[config.mk]
export PLATFORM = sky130hd
export DESIGN_NAME = lfsr_uart_tx
export DESIGN_NICKNAME = d
export VERILOG_FILES = /design/src/rtl/lfsr_uart_tx.sv
export SDC_FILE = /design/constraint.sdc
export NUM_CORES = 1
export LEC_CHECK = 0
export BUFFER_PORTS_ARGS = -buffer_cell sky130_fd_sc_hd__buf_4
export CAP_MARGIN = 15
export CELL_PAD_IN_SITES_DETAIL_PLACEMENT = 2
export CELL_PAD_IN_SITES_GLOBAL_PLACEMENT = 2
export CORE_ASPECT_RATIO = 1.5
export CORE_MARGIN = 3
export CORE_UTILIZATION = 35
export DETAILED_ROUTE_END_ITERATION = 12
export GPL_TIMING_DRIVEN = 0
export PLACE_DENSITY = 0.67
export SLEW_MARGIN = 20
export SYNTH_ARGS = -nofsm -noshare
export SYNTH_HDL_FRONTEND = slang
export SYNTH_SLANG_ARGS = --single-unit
export TNS_END_PERCENT = 50
[constraint.sdc]
create_clock -name wb_clk_i -period 2.3 [get_ports wb_clk_i]
set_clock_uncertainty 0.05 [all_clocks]
set_input_delay 0.115 -clock wb_clk_i [delete_from_list [all_inputs] [get_ports wb_clk_i]]
set_output_delay 0.115 -clock wb_clk_i [all_outputs]
set_load 0.01 [all_outputs]
[src/rtl/lfsr_uart_tx.sv]
// Captures finished LFSR results on busy falling edges, buffers them in a small FIFO,
// and transmits each one LSB-first as an 8N1 serial frame.
module lfsr_uart_tx #(
  parameter int unsigned DWIDTH       = 8,
  parameter int unsigned DEPTH        = 4,
  parameter int unsigned CLKS_PER_BIT = 16
) (
  input  logic                     wb_clk_i,
  input  logic                     wb_rst_i,
  input  logic [DWIDTH-1:0]        num_in,
  input  logic                     busy_in,
  output logic                     tx,
  output logic                     tx_busy,
  output logic [$clog2(DEPTH):0]   fifo_count,
  output logic                     overflow
);

  localparam int unsigned AW     = $clog2(DEPTH);
  localparam int unsigned CW     = AW + 1;
  localparam int unsigned BAUD_W = $clog2(CLKS_PER_BIT);
  localparam int unsigned BIT_W  = (DWIDTH > 1) ? $clog2(DWIDTH) : 1;

  typedef enum logic [1:0] {S_IDLE, S_START, S_DATA, S_STOP} state_t;

  state_t              r_state;
  state_t              w_state_next;
  logic                r_busy_d;
  logic [AW-1:0]       r_wr_ptr;
  logic [AW-1:0]       r_rd_ptr;
  logic [CW-1:0]       r_count;
  logic [DWIDTH-1:0]   r_mem [DEPTH];
  logic [DWIDTH-1:0]   r_shift;
  logic [DWIDTH-1:0]   w_shift_next;
  logic [BAUD_W-1:0]   r_baud;
  logic [BAUD_W-1:0]   w_baud_next;
  logic [BIT_W-1:0]    r_bit;
  logic [BIT_W-1:0]    w_bit_next;
  logic                r_tx;
  logic                w_tx_next;
  logic                r_tx_busy;
  logic                w_tx_busy_next;
  logic                r_overflow;
  logic                w_cap;
  logic                w_pop;
  logic                w_push;
  logic                w_baud_done;
  logic                w_last_bit;

  assign w_cap       = r_busy_d & ~busy_in;
  assign w_pop       = (r_state == S_IDLE) && (r_count != '0);
  // A full FIFO still accepts a capture when the head leaves in the same cycle.
  assign w_push      = w_cap && ((r_count < CW'(DEPTH)) || w_pop);
  assign w_baud_done = (r_baud == BAUD_W'(CLKS_PER_BIT - 1));
  assign w_last_bit  = (r_bit == BIT_W'(DWIDTH - 1));

  assign tx         = r_tx;
  assign tx_busy    = r_tx_busy;
  assign fifo_count = r_count;
  assign overflow   = r_overflow;

  // Edge detect, FIFO pointers, occupancy and sticky overflow.
  always_ff @(posedge wb_clk_i or posedge wb_rst_i) begin
    if (wb_rst_i) begin
      r_busy_d   <= 1'b0;
      r_wr_ptr   <= '0;
      r_rd_ptr   <= '0;
      r_count    <= '0;
      r_overflow <= 1'b0;
    end else begin
      r_busy_d <= busy_in;
      if (w_push) r_wr_ptr <= r_wr_ptr + AW'(1);
      if (w_pop)  r_rd_ptr <= r_rd_ptr + AW'(1);
      if (w_cap && !w_push) r_overflow <= 1'b1;
      case ({w_push, w_pop})
        2'b10:   r_count <= r_count + CW'(1);
        2'b01:   r_count <= r_count - CW'(1);
        default: r_count <= r_count;
      endcase
    end
  end

  always_ff @(posedge wb_clk_i) begin
    if (w_push) r_mem[r_wr_ptr] <= num_in;
  end

  always_ff @(posedge wb_clk_i or posedge wb_rst_i) begin
    if (wb_rst_i) r_state <= S_IDLE;
    else          r_state <= w_state_next;
  end

  always_comb begin
    w_state_next = r_state;
    case (r_state)
      S_IDLE:  if (w_pop)                      w_state_next = S_START;
      S_START: if (w_baud_done)                w_state_next = S_DATA;
      S_DATA:  if (w_baud_done && w_last_bit)  w_state_next = S_STOP;
      S_STOP:  if (w_baud_done)                w_state_next = S_IDLE;
      default:                                 w_state_next = S_IDLE;
    endcase
  end

  // Datapath next values; tx is derived from the next state so the pin is registered.
  always_comb begin
    w_shift_next   = r_shift;
    w_baud_next    = r_baud;
    w_bit_next     = r_bit;
    w_tx_next      = 1'b1;
    w_tx_busy_next = (w_state_next != S_IDLE);
    if (r_state == S_IDLE) begin
      if (w_pop) begin
        w_shift_next = r_mem[r_rd_ptr];
        w_baud_next  = '0;
      end
    end else begin
      w_baud_next = w_baud_done ? '0 : r_baud + BAUD_W'(1);
    end
    if ((r_state == S_START) && w_baud_done) w_bit_next = '0;
    if ((r_state == S_DATA) && w_baud_done) begin
      w_shift_next = r_shift >> 1;
      if (!w_last_bit) w_bit_next = r_bit + BIT_W'(1);
    end
    case (w_state_next)
      S_START: w_tx_next = 1'b0;
      S_DATA:  w_tx_next = w_shift_next[0];
      default: w_tx_next = 1'b1;
    endcase
  end

  always_ff @(posedge wb_clk_i or posedge wb_rst_i) begin
    if (wb_rst_i) begin
      r_shift   <= '0;
      r_baud    <= '0;
      r_bit     <= '0;
      r_tx      <= 1'b1;
      r_tx_busy <= 1'b0;
    end else begin
      r_shift   <= w_shift_next;
      r_baud    <= w_baud_next;
      r_bit     <= w_bit_next;
      r_tx      <= w_tx_next;
      r_tx_busy <= w_tx_busy_next;
    end
  end

endmodule

## After elaboration in Yosys (flattened, before gate mapping)

Memory sizes are Yosys's and may differ from the RTL's.
Index checks and enable logic that the tools add are counted.

- Word-level logic and storage cells: 65
- Output and inout port bits: 6
- RAM bits: 32
- Input bits: 11
- Flip-flop bits (word level): 28
- Memories: 1

Memory list:

| name | words | bits a word | rd ports | clocked after Yosys merged registers in | write ports | RTL line | source |
|---|---|---|---|---|---|---|---|
| r_mem | 4 | 8 | 1 | 0 | 1 | 31 | `logic [DWIDTH-1:0] r_mem [DEPTH];` |

- Bitwise gates (word level): 2
- Order comparisons: 1
- Add/subtract/negate cells: 6
- Eq/ne operators: 10
- Reductions and logical operators: 15
- Multiplexer cells: 18

Operators by type and width:

| cell | number |
|---|---|
| $mux W8 | 3 |
| $mux W4 | 3 |
| $mux W3 | 3 |
| $eq A2 B2 Y1 const B | 4 |
| $mux W2 | 4 |
| $pmux W2 S4 | 1 |
| $reduce_bool A2 Y1 | 4 |
| $add A3 B1 Y3 const B | 2 |
| $eq A2 B1 Y1 const B | 3 |
| $logic_and A1 B1 Y1 | 6 |
| $pmux W3 S2 | 1 |
| $add A2 B1 Y2 const B | 2 |
| $add A4 B1 Y4 const B | 1 |
| $eq A4 B4 Y1 const B | 1 |
| $eq A3 B3 Y1 const B | 1 |
| $lt A3 B3 Y1 const B | 1 |
| $reduce_bool A3 Y1 | 1 |
| $sub A3 B1 Y3 const B | 1 |
| $logic_not A2 Y1 | 1 |
| $mux W1 | 2 |
| $ne A2 B2 Y1 const B | 1 |
| $pmux W1 S2 | 1 |
| $reduce_and A2 Y1 | 1 |
| $and A1 B1 Y1 | 1 |
| 3 further kinds | 3 |

## Logic depth before layout (Yosys ltp)

Gate-level depths: netlist (run 1).

- Depth in word-level cells: 6
- Depth in mapped cells: 11
- Gate-level depth less buffers: 9

## Worst setup path after synthesis (run 1)

OpenSTA, ideal clock, no wires.

- Path type: register to register
- Start point: register r_state[0]
- End point: register r_count[2] (netlist: fifo_count[2])
- Arrival: 1929 ps
- Buffers on the path: 2
- Data required time: 2121 ps
- Setup time: 129 ps
- Cell stages (with the launch flop): 12
- Path slack: 192 ps
- Clock period less this slack: 2108 ps
- Cells stage by stage: dfrtp_1 > buf_2 > or2_1 > clkbuf_1 > a21boi_2 > inv_1 > ha_1 > inv_1 > fa_1 > xor2_1 > nor2_1 > xor2_1

- Longest elaborated chain between the ends: 6
- Elaborated cells between the ends (all ways): 8
- Classes of those cells: eq/ne (2); mux (1); reduce/logical (5)

Ends and longest elaborated chain:

| element | RTL line | source |
|---|---|---|
| start: declaration | 25 | `state_t r_state;` |
| start signal: assignment | 88 | `else r_state <= w_state_next;` |
| $logic_not A2 Y1 * | 50 | `assign w_pop = (r_state == S_IDLE) && (r_count != '0);` |
| $logic_and A1 B1 Y1 * | 50 |  |
| $logic_or A1 B1 Y1 | 52 | `assign w_push = w_cap && ((r_count < CW'(DEPTH)) \|\| w_pop);` |
| $logic_and A1 B1 Y1 | 52 |  |
| $eq A2 B1 Y1 / $eq A2 B2 Y1 (equally long branches) | 74 | `case ({w_push, w_pop})` |
| $pmux W3 S2 / $reduce_bool A2 Y1 (equally long branches) | - |  |
| end signal: assignment | 75 | `2'b10: r_count <= r_count + CW'(1);` |
| end signal: assignment | 76 | `2'b01: r_count <= r_count - CW'(1);` |
| end signal: assignment | 77 | `default: r_count <= r_count;` |
| end: declaration | 30 | `logic [CW-1:0] r_count;` |

Every way passes the cells marked *; elsewhere a longest branch is shown, timed or not.
A chain may end at the register's enable or synchronous reset.

## Final worst setup path (run 1)

Ends and elaborated chain as after synthesis.

==> flow_summary.html, run 1 <==
<table>
<tr><th>Metric</th><th>Value</th></tr>
<tr><th colspan="2">Place</th></tr>
<tr><td>Half-perimeter wire length after detailed placement</td><td>3741 um</td></tr>
<tr><td>Post-Place Cells</td><td>283</td></tr>
<tr><td>Final weighted congestion in routability-driven placement</td><td>0.7269</td></tr>
<tr><td>Number of port buffers</td><td>16</td></tr>
<tr><th colspan="2">STA</th></tr>
<tr><td>Max Slew Vio Count</td><td>0</td></tr>
<tr><td>Achievable frequency</td><td>about 460 MHz</td></tr>
<tr><td>Worst slew margin</td><td>0.5886</td></tr>
<tr><td>Final period demand of the worst path</td><td>2.178 ns</td></tr>
<tr><td>Final Hold Vio Count</td><td>0</td></tr>
<tr><td>Setup-violating endpoint count in the final report</td><td>0</td></tr>
<tr><td>Final worst-path cycle share</td><td>0.9469</td></tr>
<tr><td>Worst-Margin Slew</td><td>between 0.6 and 0.7 ns</td></tr>
<tr><th colspan="2">Detailed routing</th></tr>
<tr><td>Detailed-route wire length</td><td>5346 um</td></tr>
<tr><td>Number of design rule violations left after detail routing</td><td>0</td></tr>
<tr><td>Via total after detailed routing</td><td>between 1500 and 2000</td></tr>
<tr><td>Wire per inst</td><td>17.08 um</td></tr>
<tr><td>DRT iter0 DRCs</td><td>37</td></tr>
<tr><td>Drt first pass iters</td><td>3</td></tr>
<tr><td>Number of nets with antenna violations after detailed routing</td><td>0</td></tr>
<tr><td>Number of vias per cell</td><td>around 4.9</td></tr>
<tr><th colspan="2">Critical path</th></tr>
<tr><td>Category of cells accounting for the largest share of critical-path delay</td><td>adder cells</td></tr>
<tr><td>Sort of element at the start of the critical path</td><td>flip-flop</td></tr>
<tr><td>Total stage count of the critical path</td><td>10</td></tr>
<tr><td>Kind of end point of the critical path</td><td>flip-flop</td></tr>
<tr><td>Chain of cells forming the critical path</td><td>buf_4 -&gt; nor2_4 -&gt; nand2_8 -&gt; inv_4 -&gt; ha_2 -&gt; inv_1 -&gt; fa_1 -&gt; xor2_1 -&gt; nor2_1 -&gt; xor2_1</td></tr>
<tr><td>Critical path's slowest cell</td><td>fa_1</td></tr>
<tr><td>Number of buffers and inverters on the critical path</td><td>3</td></tr>
<tr><td>Required time reported for the critical path endpoint</td><td>2.51 ns</td></tr>
<tr><td>Largest stage delay on the critical path</td><td>0.39 ns</td></tr>
<tr><td>Worst Reg-to-Reg Cells</td><td>10</td></tr>
<tr><td>Most used cell, CP</td><td>xor2_1</td></tr>
<tr><td>Type of the worst setup path</td><td>reg2reg</td></tr>
<tr><td>Crit path DAT</td><td>2.39 ns</td></tr>
<tr><td>Largest driver fanout on the critical path</td><td>10</td></tr>
<tr><th colspan="2">Yosys</th></tr>
<tr><td>Area leader, netlist</td><td>edfxtp_1</td></tr>
<tr><td>Prevailing post-synth register cell</td><td>edfxtp_1</td></tr>
<tr><td>Warning count from the yosys run</td><td>0</td></tr>
<tr><td>Proportion of synthesized flip-flops having asynchronous set or reset</td><td>0.4667</td></tr>
<tr><td>Sequential area share after synthesis</td><td>0.6486</td></tr>
<tr><td>Synth Register Bits</td><td>60</td></tr>
<tr><td>Number of enable flip-flop cells after synthesis</td><td>32</td></tr>
<tr><td>Multiplexer fraction of the synthesized cell area</td><td>0.08346</td></tr>
<tr><td>Combinational family with the most area after synthesis</td><td>simple AND/OR/NAND/NOR gates</td></tr>
<tr><td>Synth area leaders</td><td>edfxtp_1, dfrtp_1, mux4_2, ha_1, a221o_1</td></tr>
<tr><td>Synthesized-area fraction occupied by and/or/nand/nor cells</td><td>0.09273</td></tr>
<tr><td>Area share of the leading cell type in the synthesized netlist</td><td>0.3748</td></tr>
<tr><td>Netlist Area Pre-Place</td><td>~2600 um2</td></tr>
<tr><td>Synthesized-area fraction occupied by adder cells</td><td>0.04685</td></tr>
<tr><td>Average cell area after synthesis</td><td>roughly 15 um2</td></tr>
<tr><td>Post-Synth XOR/XNOR Area</td><td>0.02391</td></tr>
<tr><td>Cells after synthesis</td><td>170</td></tr>
<tr><td>Distinct cell type count of the synthesized netlist</td><td>38</td></tr>
<tr><td>Net count after synthesis</td><td>190</td></tr>
<tr><td>Synthesized-area fraction occupied by ao, oa, aoi and oai cells</td><td>0.07613</td></tr>
<tr><th colspan="2">Floorplan</th></tr>
<tr><td>Placeable core area</td><td>6990 um2</td></tr>
<tr><td>Die height</td><td>110.8 um</td></tr>
<tr><td>Die width</td><td>75.88 um</td></tr>
<tr><td>Number of ports placed on the die boundary</td><td>17</td></tr>
<tr><td>Starting density of the core</td><td>0.3667</td></tr>
<tr><td>Floorplan die area</td><td>8409 um2</td></tr>
<tr><td>Number of rows in the core area</td><td>37</td></tr>
<tr><th colspan="2">Power</th></tr>
<tr><td>Pwr per Cell Area</td><td>813.5 nW/um2</td></tr>
<tr><td>Leakage component of the power</td><td>1.242 nW</td></tr>
<tr><td>Peak ir drop on the vdd network</td><td>approximately 0.57 mV</td></tr>
<tr><th colspan="2">CTS</th></tr>
<tr><td>Clock-pin slew reported for the worst setup and hold paths after clock tree synthesis</td><td>0.08 ns</td></tr>
<tr><td>Clk root buf</td><td>clkbuf_8</td></tr>
<tr><td>Clk Latency, worst-skew pair</td><td>~0.34 ns</td></tr>
<tr><td>Maximum number of buffers from clock root to sink</td><td>2</td></tr>
<tr><td>Number of buffers created by CTS</td><td>9</td></tr>
<tr><td>Num Clock Sinks</td><td>60</td></tr>
<tr><td>TritonCTS clock tree</td><td>built</td></tr>
<tr><td>Maximum level of the CTS H-tree</td><td>3</td></tr>
<tr><th colspan="2">Cells and area</th></tr>
<tr><td>Final core occ</td><td>0.4525</td></tr>
<tr><td>P&amp;R area growth vs syn</td><td>23.38%</td></tr>
<tr><td>Number of nets in the layout</td><td>231</td></tr>
<tr><td>Number of inserted diodes</td><td>0</td></tr>
<tr><td>Fin cells</td><td>313</td></tr>
<tr><td>Share of cells above drive strength 1</td><td>0.2731</td></tr>
<tr><th colspan="2">GRT</th></tr>
<tr><td>First-pass GRT wire length</td><td>9004 um</td></tr>
<tr><td>GRT Overall Usage</td><td>0.1459</td></tr>
<tr><td>Vias in the first global route</td><td>1837</td></tr>
<tr><td>GR Overflow Total</td><td>0</td></tr>
<tr><td>Initial antenna violation count</td><td>0</td></tr>
<tr><td>Largest net degree at the start of global routing</td><td>29</td></tr>
<tr><th colspan="2">Outcome</th></tr>
<tr><td>Run status</td><td>completed</td></tr>
<tr><th colspan="2">Run</th></tr>
<tr><td>Max-cap violations</td><td>0</td></tr>
<tr><th colspan="2">Worst hold path</th></tr>
<tr><td>Min-delay worst type</td><td>in2async</td></tr>
</table>
[where the power goes]
group	leakage, nW	internal (mW)	total (mW)	switching, mW
Combinational	0.535	0.202	0.422	0.220
Clock	0.0844	0.406	0.870	0.464
Sequential	0.624	1.23	1.28	0.0499
Total	1.24	1.84	2.57	0.734
[worst register-to-register path: cells and delay by family (launching register included)]
family                     cells  cell delay [ns]
DFF                            1             0.37
adders and majority gates      2             0.60
and+or+nand+nor                3             0.43
xor gates and xnor gates       2             0.32
buffers and inverters          3             0.34
[per-layer routing]
metal  track usage  vias to the layer above  share of wire
met2        0.2614                       17           0.60
met1        0.1495                      802           0.37
met3       0.05172                        4          0.026
li1              -                      718              -
met4       0.04901                        0          0.010
met5             0                        -              0
[layout make-up]
class | count | area, um2
Fill cell | 663 | 3827
Clock buffer | 9 | 123.9
Timing Repair Buffer | 31 | 257.7
Buffer | 5 | 33.78
Tap cell | 97 | 121.4
Inverter | 10 | 40.04
Sequential cell | 60 | 1664
Clock inverter | 7 | 60.06
Multi-Input combinational cell | 94 | 862.1
[cells by family after synthesis]
group | after synthesis
adder cells (fa/ha/maj) | 9
XOR/XNOR | 7
buffers and inverters | 16
AO/OA/AOI/OAI | 26
AND/OR/NAND/NOR | 41
multiplexers | 11
flip-flops | 60
[synth_stat cells, types with 3 or more instances]
| master | instances |
|---|---|
| inv_1 | 9 |
| mux4_2 | 7 |
| ha_1 | 8 |
| a221o_1 | 7 |
| dfrtp_1 | 27 |
| clkbuf_1 | 3 |
| xnor2_1 | 5 |
| and2_1 | 4 |
| nand2_1 | 11 |
| nor2_1 | 4 |
| nand3_1 | 3 |
| o21ai_0 | 10 |
| edfxtp_1 | 32 |
| and3_1 | 8 |
| nand4_1 | 3 |
| mux2i_1 | 3 |
[per-stage QoR]
| stage | TNS [ns] | hold slack (ns) | setup slack, ns | area (um2) | total power, mW |
|---|---|---|---|---|---|
| CTS | 0 | 0.03956 | 0.03474 | 3099 | 2.557 |
| floorplan | 0 | 0.09643 | 0.1917 | 2564 | 1.485 |
| global placement | -0.03459 | 0.1851 | -0.02922 | 2805 | 1.596 |
| detailed placement | -0.3072 | 0.1906 | -0.1878 | 2805 | 1.638 |
| global route | -0.06170 | 0.3934 | -0.06170 | 3163 | 2.714 |
| finish | 0 | 0.3713 | 0.1221 | 3163 | 2.573 |
[cells in the final DEF, fill, tap and decap left out, types with 4 or more instances in the layout]
| cell type | n |
|---|---|
| a221o_1 | 7 |
| and2_1 | 4 |
| and3_1 | 8 |
| buf_4 | 23 |
| clkbuf_8 | 9 |
| dfrtp_1 | 26 |
| dlygate4sd3_1 | 10 |
| edfxtp_1 | 32 |
| ha_1 | 7 |
| inv_1 | 8 |
| mux4_2 | 7 |
| nand2_1 | 11 |
| o21ai_0 | 10 |
| xnor2_1 | 5 |
[state kept, by name, summed over array words and instances (netlist names)]
signal      flops
r_baud          4
r_mem          32
fifo_count      3
r_rd_ptr        2
r_wr_ptr        2
tx_busy         1
r_bit           3
overflow        1
r_state         2
r_busy_d        1
r_shift         8
tx              1
[final timing paths]
| check | from | end | slack [ns] |
|---|---|---|---|
| worst max-delay path | r_state[0] | fifo_count[2] | 0.12 |
| worst min-delay path | wb_rst_i | r_busy_d | 0.37 |
| worst max register to register | r_state[0] | fifo_count[2] | 0.12 |
| worst min register to register | overflow | overflow | 0.43 |
| max in group asynchronous | wb_rst_i | fifo_count[2] | 1.40 |
| min in group wb_clk_i | busy_in | r_busy_d | 0.39 |
[timing repair]
action,4_1_cts,5_1_grt
hold endpoints to repair,33,27
gates resized for setup,4,8
setup buffers,1,4
pin swaps,1,2
setup endpoints to repair,2,2
hold buffers,9,1
gates cloned,0,0
Note: power is estimated with default switching activity, not from simulation.
==> run 2, diff against run 1 <==
REMOVE_ABC_BUFFERS = 1   (was not set)
==> run 2 against run 1 <==
Net effect:
- setup slack better by 0.070 ns
- sequential power barely moved
- fmax rose by 3.3%
- global-route usage decreased by 0.17 points
- critical path type unchanged
==> flow_summary.html, run 2 (same netlist as run 1, synthesis figures left out) <==
<table>
<tr><th>Metric</th><th>Value</th></tr>
<tr><th colspan="2">Outcome</th></tr>
<tr><td>Run status</td><td>completed</td></tr>
<tr><th colspan="2">Detailed routing</th></tr>
<tr><td>Wire per inst</td><td>16.59 um (-2.9%)</td></tr>
<tr><td>Number of nets with antenna violations after detailed routing</td><td>0 (unchanged)</td></tr>
<tr><td>Detailed-route wire length</td><td>5094 um (-4.7%)</td></tr>
<tr><td>Number of vias per cell</td><td>4.938 (+0.30%)</td></tr>
<tr><td>DRT iter0 DRCs</td><td>76 (+110%)</td></tr>
<tr><td>Via total after detailed routing</td><td>1516 (-1.6%)</td></tr>
<tr><td>Drt first pass iters</td><td>4 (+1)</td></tr>
<tr><td>Number of design rule violations left after detail routing</td><td>0 (unchanged)</td></tr>
<tr><th colspan="2">CTS</th></tr>
<tr><td>Clock-pin slew reported for the worst setup and hold paths after clock tree synthesis</td><td>0.08 ns (about the same)</td></tr>
<tr><td>Num Clock Sinks</td><td>60 (unchanged)</td></tr>
<tr><td>Clk Latency, worst-skew pair</td><td>0.34 ns (about the same)</td></tr>
<tr><td>Maximum level of the CTS H-tree</td><td>3 (unchanged)</td></tr>
<tr><td>Maximum number of buffers from clock root to sink</td><td>2 (unchanged)</td></tr>
<tr><td>Clk root buf</td><td>clkbuf_8</td></tr>
<tr><td>Number of buffers created by CTS</td><td>9 (unchanged)</td></tr>
<tr><td>TritonCTS clock tree</td><td>built</td></tr>
<tr><th colspan="2">Cells and area</th></tr>
<tr><td>Largest registers in the final layout</td><td>r_mem (32), r_shift (8), r_baud (4)</td></tr>
<tr><td>Number of inserted diodes</td><td>0 (unchanged)</td></tr>
<tr><td>P&amp;R area growth vs syn</td><td>22.40%</td></tr>
<tr><td>Fin cells</td><td>307 (-1.9%)</td></tr>
<tr><td>Layout fillers</td><td>685 (+3.3%)</td></tr>
<tr><td>Number of nets in the layout</td><td>225 (-2.6%)</td></tr>
<tr><td>Number of flip-flops in the largest register</td><td>32 (unchanged)</td></tr>
<tr><td>Commonest non-fill, non-tap cells in the layout</td><td>edfxtp_1, dfrtp_1, buf_4</td></tr>
<tr><td>Share of cells above drive strength 1</td><td>0.2667 (-0.006481)</td></tr>
<tr><td>Commonest non-fill, non-tap cell in the layout</td><td>edfxtp_1</td></tr>
<tr><td>Register containing the most flip-flops in the final layout</td><td>r_mem</td></tr>
<tr><th colspan="2">STA</th></tr>
<tr><td>Final worst-path cycle share</td><td>0.9165 (-0.03044)</td></tr>
<tr><td>Max Slew Vio Count</td><td>0 (unchanged)</td></tr>
<tr><td>Final period demand of the worst path</td><td>2.108 ns (-0.07002 ns)</td></tr>
<tr><td>Worst slew margin</td><td>0.5818 (-0.006773)</td></tr>
<tr><td>Achievable frequency</td><td>474.4 MHz (+3.3%)</td></tr>
<tr><td>Final Hold Vio Count</td><td>0 (unchanged)</td></tr>
<tr><td>Crit path setup slack, layout</td><td>0.1921 ns (+0.07002 ns)</td></tr>
<tr><td>Unrepaired setup endpoints after global routing</td><td>no</td></tr>
<tr><td>Setup-violating endpoint count in the final report</td><td>0 (unchanged)</td></tr>
<tr><td>Worst-Margin Slew</td><td>0.6263 ns (+0.01015 ns)</td></tr>
<tr><th colspan="2">Floorplan</th></tr>
<tr><td>Starting density of the core</td><td>0.3667 (unchanged)</td></tr>
<tr><td>Number of rows in the core area</td><td>37 (unchanged)</td></tr>
<tr><td>Die width</td><td>75.88 um (unchanged)</td></tr>
<tr><td>Die height</td><td>110.8 um (unchanged)</td></tr>
<tr><td>Placeable core area</td><td>6990 um2 (unchanged)</td></tr>
<tr><td>Floorplan die area</td><td>8409 um2 (unchanged)</td></tr>
<tr><td>Number of ports placed on the die boundary</td><td>17 (unchanged)</td></tr>
<tr><th colspan="2">Critical path</th></tr>
<tr><td>Reg-to-reg endpoint</td><td>fifo_count[2]</td></tr>
<tr><td>Required time reported for the critical path endpoint</td><td>2.47 ns (-0.04 ns)</td></tr>
<tr><td>Most used cell, CP</td><td>xor2_1</td></tr>
<tr><td>Critical path's slowest cell</td><td>or3_4</td></tr>
<tr><td>Type of the worst setup path</td><td>reg2reg</td></tr>
<tr><td>Crit path DAT</td><td>2.28 ns (-0.11 ns)</td></tr>
<tr><td>Chain of cells forming the critical path</td><td>or3_4 -&gt; nand2_4 -&gt; inv_4 -&gt; ha_1 -&gt; inv_1 -&gt; fa_1 -&gt; xor2_1 -&gt; nor2_1 -&gt; xor2_1</td></tr>
<tr><td>Largest driver fanout on the critical path</td><td>10 (unchanged)</td></tr>
<tr><td>Number of buffers and inverters on the critical path</td><td>2 (-1)</td></tr>
<tr><td>Largest stage delay on the critical path</td><td>0.47 ns (+0.08 ns)</td></tr>
<tr><td>Kind of end point of the critical path</td><td>flip-flop</td></tr>
<tr><td>Category of cells accounting for the largest share of critical-path delay</td><td>simple AND/OR/NAND/NOR gates</td></tr>
<tr><td>Sort of element at the start of the critical path</td><td>flip-flop</td></tr>
<tr><td>Worst R2R Start</td><td>fifo_count[2]</td></tr>
<tr><td>Worst Reg-to-Reg Cells</td><td>9 (-1)</td></tr>
<tr><td>Slack of the worst reg-to-reg path</td><td>0.19 ns (+0.07 ns)</td></tr>
<tr><th colspan="2">GRT</th></tr>
<tr><td>Vias in the first global route</td><td>1753 (-4.6%)</td></tr>
<tr><td>GR Overflow Total</td><td>0 (unchanged)</td></tr>
<tr><td>First-pass GRT wire length</td><td>8797 um (-2.3%)</td></tr>
<tr><td>Largest net degree at the start of global routing</td><td>29 (unchanged)</td></tr>
<tr><td>Initial antenna violation count</td><td>0 (unchanged)</td></tr>
<tr><td>GRT Overall Usage</td><td>0.1442 (-0.001726)</td></tr>
<tr><th colspan="2">Worst hold path</th></tr>
<tr><td>Min-delay worst type</td><td>in2async</td></tr>
<tr><th colspan="2">Power</th></tr>
<tr><td>Peak ir drop on the vdd network</td><td>0.5780 mV (+1.9%)</td></tr>
<tr><td>Leakage component of the power</td><td>1.239 nW (-0.27%)</td></tr>
<tr><td>Pwr per Cell Area</td><td>837.2 nW/um2 (+2.9%)</td></tr>
<tr><th colspan="2">Place</th></tr>
<tr><td>Final weighted congestion in routability-driven placement</td><td>0.7374 (+1.4%)</td></tr>
<tr><td>Number of port buffers</td><td>16 (unchanged)</td></tr>
<tr><td>Pre-CTS setup slack</td><td>-0.4293 ns (-0.2415 ns)</td></tr>
<tr><td>Post-Place Cells</td><td>277 (-2.1%)</td></tr>
<tr><td>Half-perimeter wire length after detailed placement</td><td>3648 um (-2.5%)</td></tr>
<tr><th colspan="2">Run</th></tr>
<tr><td>Max-cap violations</td><td>0 (unchanged)</td></tr>
</table>
==> run 2: cell count changes in the layout (fill, tap and decap cells not counted), sizes merged <==
cell,previous run,this run
buf,24,20
clkbuf,11,9
clkinvlp,3,1
bufinv,0,1
inv,13,14
==> run 2: per-layer routing <==
layer,GRT usage,vias to the layer above,wire [um],share of wire
li1,-,705,-,-
met1,0.1646,787,1966,0.39
met2,0.2397,17,2927,0.57
met3,0.04083,7,108,0.021
met4,0.06651,0,92,0.018
met5,0,-,0,0
==> run 2: area by class of cell <==
class,count,area [um2],share of cell area
Sequential cell,60,1665,0.5307
Multi-Input combinational cell,94,855.8,0.2727
Timing Repair Buffer,30,250.2,0.07974
Clock buffer,9,123.9,0.03947
Tap cell,97,121.4,0.03868
Clock inverter,7,81.33,0.02592
Inverter,10,40.04,0.01276
==> run 2: report_power, final <==
| group | internal [mW] | switching, mW |
|---|---|---|
| sequential | 1.23 | 0.0629 |
| combinational | 0.160 | 0.186 |
| clock | 0.517 | 0.471 |
==> run 2: worst max-delay path by stage <==
stage | from | endpoint | cells after the start
after floorplan | r_state[0] | fifo_count[2] | 9
after global placement | r_state[0] | fifo_count[2] | 9
after detailed placement | r_state[0] | fifo_count[2] | 9
after CTS | r_state[0] | fifo_count[1] | 7
after global routing | fifo_count[2] | fifo_count[1] | 7
final | fifo_count[2] | fifo_count[2] | 9
==> run 2: timing repair <==
item | CTS | global route
endpoints found under the setup margin | 2 | 2
resized for setup | 5 | 3
pin swaps | 1 | 1
hold endpoints to repair | 33 | 27
setup buffers | 1 | 3
hold buffers | 9 | 1
==> run 2: through the flow <==
step	power, mW	util	hold WS [ns]	area [um2]	TNS, ns
6_report	2.627	0.4489	0.3666	3138	0
5_1_grt	2.794	0.4489	0.3859	3138	0
4_1_cts	2.655	0.4430	0.05195	3097	0
3_5_place_dp	1.632	0.3966	0.1857	2773	-0.6891
3_3_place_gp	1.592	0.3966	0.1841	2773	-0.5349
2_1_floorplan	1.478	-	0.09643	2531	0
==> run 2: worst register-to-register path, delay by kind of cell, from the launching register on <==
family | cells | cell delay [ns]
adder cells (fa/ha/maj) | 2 | 0.37
AND/OR/NAND/NOR | 3 | 0.68
buffers and inverters | 2 | 0.15
XOR/XNOR | 2 | 0.29
flip-flops | 1 | 0.46
